--- config.mk ---
export PLATFORM = sky130hd
export DESIGN_NAME = uart_tx_fifo
export DESIGN_NICKNAME = d
export VERILOG_FILES = /design/src/rtl/uart_tx_fifo.sv
export SDC_FILE = /design/constraint.sdc
export NUM_CORES = 1
export LEC_CHECK = 0
export ABC_AREA = 1
export CORE_ASPECT_RATIO = 1.75
export CORE_MARGIN = 5
export CORE_UTILIZATION = 40
export CTS_BUF_LIST = sky130_fd_sc_hd__clkbuf_8
export DETAILED_ROUTE_END_ITERATION = 7
export HOLD_SLACK_MARGIN = 0.06
export SLEW_MARGIN = 20
export SYNTH_ARGS = -nofsm -noshare
export SYNTH_HDL_FRONTEND = slang
export SYNTH_SLANG_ARGS = --single-unit
--- constraint.sdc ---
create_clock -name clk -period 2.7 [get_ports clk]
set_input_delay 0.405 -clock clk [delete_from_list [all_inputs] [get_ports clk]]
set_output_delay 0.405 -clock clk [all_outputs]
set_load 0.02 [all_outputs]
--- src/rtl/uart_tx_fifo.sv ---
// Synchronous byte FIFO between the host write port and the UART transmitter.
// Output word is registered, non-show-ahead, and held until the next accepted pop.
module uart_tx_fifo #(
  parameter int DATA_BITS    = 8,
  parameter int ADDR_BITS    = 4,
  parameter int AFULL_THRESH = 12
) (
  input  logic                 clk,
  input  logic                 rst_n,
  input  logic                 wr_en,
  input  logic [DATA_BITS-1:0] din,
  input  logic                 rd_en,
  output logic [DATA_BITS-1:0] dout,
  output logic                 full,
  output logic                 empty,
  output logic                 almost_full,
  output logic [ADDR_BITS:0]   count,
  output logic                 overflow,
  output logic                 underflow,
  input  logic                 err_clr
);

  localparam int DEPTH = 1 << ADDR_BITS;
  localparam logic [ADDR_BITS:0] DEPTH_C = (ADDR_BITS + 1)'(DEPTH);
  localparam logic [ADDR_BITS:0] AFULL_C = (ADDR_BITS + 1)'(AFULL_THRESH);

  logic [DATA_BITS-1:0] mem [DEPTH];
  logic [ADDR_BITS-1:0] wr_ptr;
  logic [ADDR_BITS-1:0] rd_ptr;
  logic                 push_ok;
  logic                 pop_ok;

  // Flags come straight from the count register so they reflect the start of the cycle.
  assign full        = (count == DEPTH_C);
  assign empty       = (count == '0);
  assign almost_full = (count >= AFULL_C);

  assign push_ok = wr_en & ~full;
  assign pop_ok  = rd_en & ~empty;

  // NOTE: storage has no reset; clearing the pointers and count is enough to discard data,
  // and leaving the array unreset lets it map onto plain RAM.
  always_ff @(posedge clk) begin
    if (push_ok) begin
      mem[wr_ptr] <= din;
    end
  end

  // NOTE: every register here uses non-blocking assignments, so a pop from the slot being
  // written in the same cycle returns the old word.
  always_ff @(posedge clk or negedge rst_n) begin
    if (!rst_n) begin
      wr_ptr    <= '0;
      rd_ptr    <= '0;
      count     <= '0;
      dout      <= '0;
      overflow  <= 1'b0;
      underflow <= 1'b0;
    end else begin
      if (push_ok) begin
        wr_ptr <= wr_ptr + 1'b1;
      end
      if (pop_ok) begin
        dout   <= mem[rd_ptr];
        rd_ptr <= rd_ptr + 1'b1;
      end

      case ({push_ok, pop_ok})
        2'b10:   count <= count + 1'b1;
        2'b01:   count <= count - 1'b1;
        default: count <= count;
      endcase

      // A new error in the same cycle as err_clr takes priority.
      if (wr_en && full) begin
        overflow <= 1'b1;
      end else if (err_clr) begin
        overflow <= 1'b0;
      end

      if (rd_en && empty) begin
        underflow <= 1'b1;
      end else if (err_clr) begin
        underflow <= 1'b0;
      end
    end
  end

endmodule
==> qor.yml <==
outcome:
  status: "completed"
pwr:
  clkPwrFrac_pct: 22.2
  switching_share_pct: 39.1
  vdd_drop_max_mv: 0.641
  seq_power_share_pct: 38.7
  power.density_mw_per_mm2: 1010
  p_switching_w: 0.00308
  comb_power_share_pct: 39.1
  intPower_w: 0.00481
  power_leakage_nw: 3.44
worst_setup_path:
  cpPeakStageDelay_ns: 0.62
  crit_type: "reg -> out"
  cpMostUsedCell: "inv_1"
  critical_path.max_fanout: 5
  path_cells: "nor2_1 > nand3_1 > inv_1 > nand2_1 > inv_1 > clkdlybuf4s50_1"
  critPathLaunchType: "flop"
  crit_slowest_cell: "clkdlybuf4s50_1"
  worst_ep_required_time_ns: 2.30
  critical_path_arrival_ns: 2.00
  crit_path_end_kind: "output port"
finish:
  seq_area_mm2: 0.00442
  final_cell_mix: "222 x nand2_1, 128 x edfxtp_1, 122 x inv_1, 103 x nand3_1, 30 x clkdlybuf4s50_1"
  nFillCells: 1532
  drive_above_1_share_pct: 8.14
  num_antenna_cells: 0
  final_nets: 746
  multi_input_area_mm2: 0.00172
  syn_to_final_growth_pct: 15.3
  layout_commonest_cell: "nand2_1"
  utilization_pct: 46.4
yosys:
  ys_warn_count: 0
  synthCells: 677
  syn-cell-area_mm2: 0.00676
  ys_top_cells_by_area: "edfxtp_1 57%, nand2_1 12%, dfrtp_1 8.5%"
  synth-seq-cells: 151
  synth_top_area_cell: "edfxtp_1"
  ys_seq_area_share_pct: 65.4
  synth.distinct_cells: 23
  avgSynthCellArea_um2: 9.99
  synth_nets: 699
  yosysTopAreaCellShare_pct: 56.8
clock_network:
  cts_resized: 0
  clock_path_buffers: 2
  cts_buffers: 17
  cts_hold_buf: 0
  postCtsSetupBuffers: 0
  cts_num_sinks: 151
  clk_pin_slew_ns: 0.08
  cts_tree: "done"
  cts_root_buf: "clkbuf_8"
  cts-htree-levels: 4
  clk_latency_ns: 0.45
drt:
  drtIter0Drc: 314
  drt-pass1-iter-count: 5
  drt_wl_total_mm: 16.0
  wl_met2_mm: 9.05
  wire_per_inst_um: 16.5
  met3_length_um: 674
  ant_nets: 0
  via_per_inst: 4.84
  topRoutingLayerUsed: "met4"
  num_vias: 4667
  wl_met1_mm: 5.65
  drc: 0
timing:
  grt_setup_unrepaired: "false"
  slew_violations: 0
  slew-limit-headroom_pct: 53.0
  max_freq_mhz: 415
  fin_crit_ns: 2.41
  setup_tns_ns: 0
  worstMarginPinSlew_ns: 0.702
  min_period_over_period_pct: 89.2
  hold_viol: 0
  clock_skew_ns: 0.0114
  finalSetupViolCount: 0
placement:
  numPortBuffers: 30
  finalWeightedCongestion: 0.910
  place_hpwl_mm: 10.7
floorplan:
  dieHeight_um: 182
  die_area_mm2: 0.0197
  std_cell_rows: 63
  start_util_pct: 40.3
  die_x_um: 108
  core_mm2: 0.0168
  boundaryPins: 31
job:
  cap_violations: 0
global_route:
  grt_max_degree: 67
  grt_pass1_vias: 4681
  grt_pass1_wl_mm: 25.0
  antenna_found_initial: 0
  grt_use_total_pct: 17.0
  grt.overflow.total: 0
hold_path:
  hp-class: "in -> async"
[cell type report]
cell class | instances | share of cell area [%]
flip-flops and latches | 151 | 56.7
multi-input cells | 376 | 22.0
repair buffers | 55 | 6.58
inverters | 123 | 5.92
well taps | 227 | 3.64
clock buffers | 17 | 3.00
clock inverters | 15 | 2.10
[cells in the mapped netlist]
cell type	count
nand2_1	222
edfxtp_1	128
inv_1	119
nand3_1	103
dfrtp_1	23
buf_2	17
nor3_1	12
ha_1	9
xor2_1	9
o21ai_0	8
buf_4	7
nor2_1	5
buf_6	2
clkinv_1	2
inv_2	2
nand2_2	2
a21boi_0	1
a21oi_1	1
clkbuf_1	1
nand2_4	1
o21ai_1	1
o21bai_1	1
xnor2_1	1
[sequential cells by signal (all words and copies together) (netlist names)]
register / cells
mem: 128
rd_ptr: 4
underflow: 1
dout: 8
overflow: 1
count: 5
wr_ptr: 4
[stage by stage]
stage | instances | setup WS, ns | power (W) | hold WS [ns] | cell area (um2)
finish | 964 | 0.293 | 0.00789 | 0.307 | 7790
global placement | 932 | 0.311 | 0.00614 | 0.472 | 7400
floorplan | 677 | 0.430 | 0.00512 | 0.109 | 6760
CTS | 964 | 0.254 | 0.00795 | 0.302 | 7790
detailed placement | 932 | 0.277 | 0.00622 | 0.475 | 7400
global route | 964 | 0.0742 | 0.00836 | 0.326 | 7790
[worst max-delay path: cells and delay by family (launching register included)]
family        cells  cell delay, ns
buf+inv           3            0.78
flops             1            0.44
simple gates      3            0.32
[per-layer routing]
| layer | global-route usage, % | up-vias |
|---|---|---|
| li1 | - | 2254 |
| met2 | 32.4 | 133 |
| met5 | 0 | - |
| met3 | 3.06 | 31 |
| met4 | 8.09 | 0 |
| met1 | 17.5 | 2249 |
[power groups by stage]
| stage | sequential (W) | combinational, W | clock [W] |
|---|---|---|---|
| 4_1_cts | 0.00306 | 0.00312 | 0.00177 |
| 2_1_floorplan | 0.00319 | 0.00193 | 0 |
| 3_5_place_dp | 0.00311 | 0.00311 | 0 |
| 3_3_place_gp | 0.00310 | 0.00305 | 0 |
| 5_1_grt | 0.00309 | 0.00341 | 0.00186 |
| 6_report | 0.00306 | 0.00308 | 0.00175 |
[path summary, 6_finish.rpt]
| kind | from | end | slack [ns] | cells after the start |
|---|---|---|---|---|
| min | rst_n | dout[3] | 0.31 | 1 |
| max | count[1] | empty | 0.29 | 6 |
| min reg2reg | dout[0] | dout[0] | 0.48 | 2 |
| max in group asynchronous | rst_n | wr_ptr[3] | 1.79 | 2 |
| min in group clk | dout[0] | dout[0] | 0.48 | 2 |
| max reg2reg | count[1] | count[4] | 0.39 | 16 |
[cells by family (layout without fill, tap and decap cells)]
group | count (synthesis) | after routing | synth area share, %
adder cells (fa/ha/maj) | 9 | 9 | 1.67
buffers and inverters | 150 | 210 | 9.25
AO/OA/AOI/OAI | 12 | 12 | 0.962
AND/OR/NAND/NOR | 345 | 345 | 21.5
XOR/XNOR | 10 | 10 | 1.30
flip-flops | 151 | 151 | 65.4
Power figures use the tool's default switching activity.
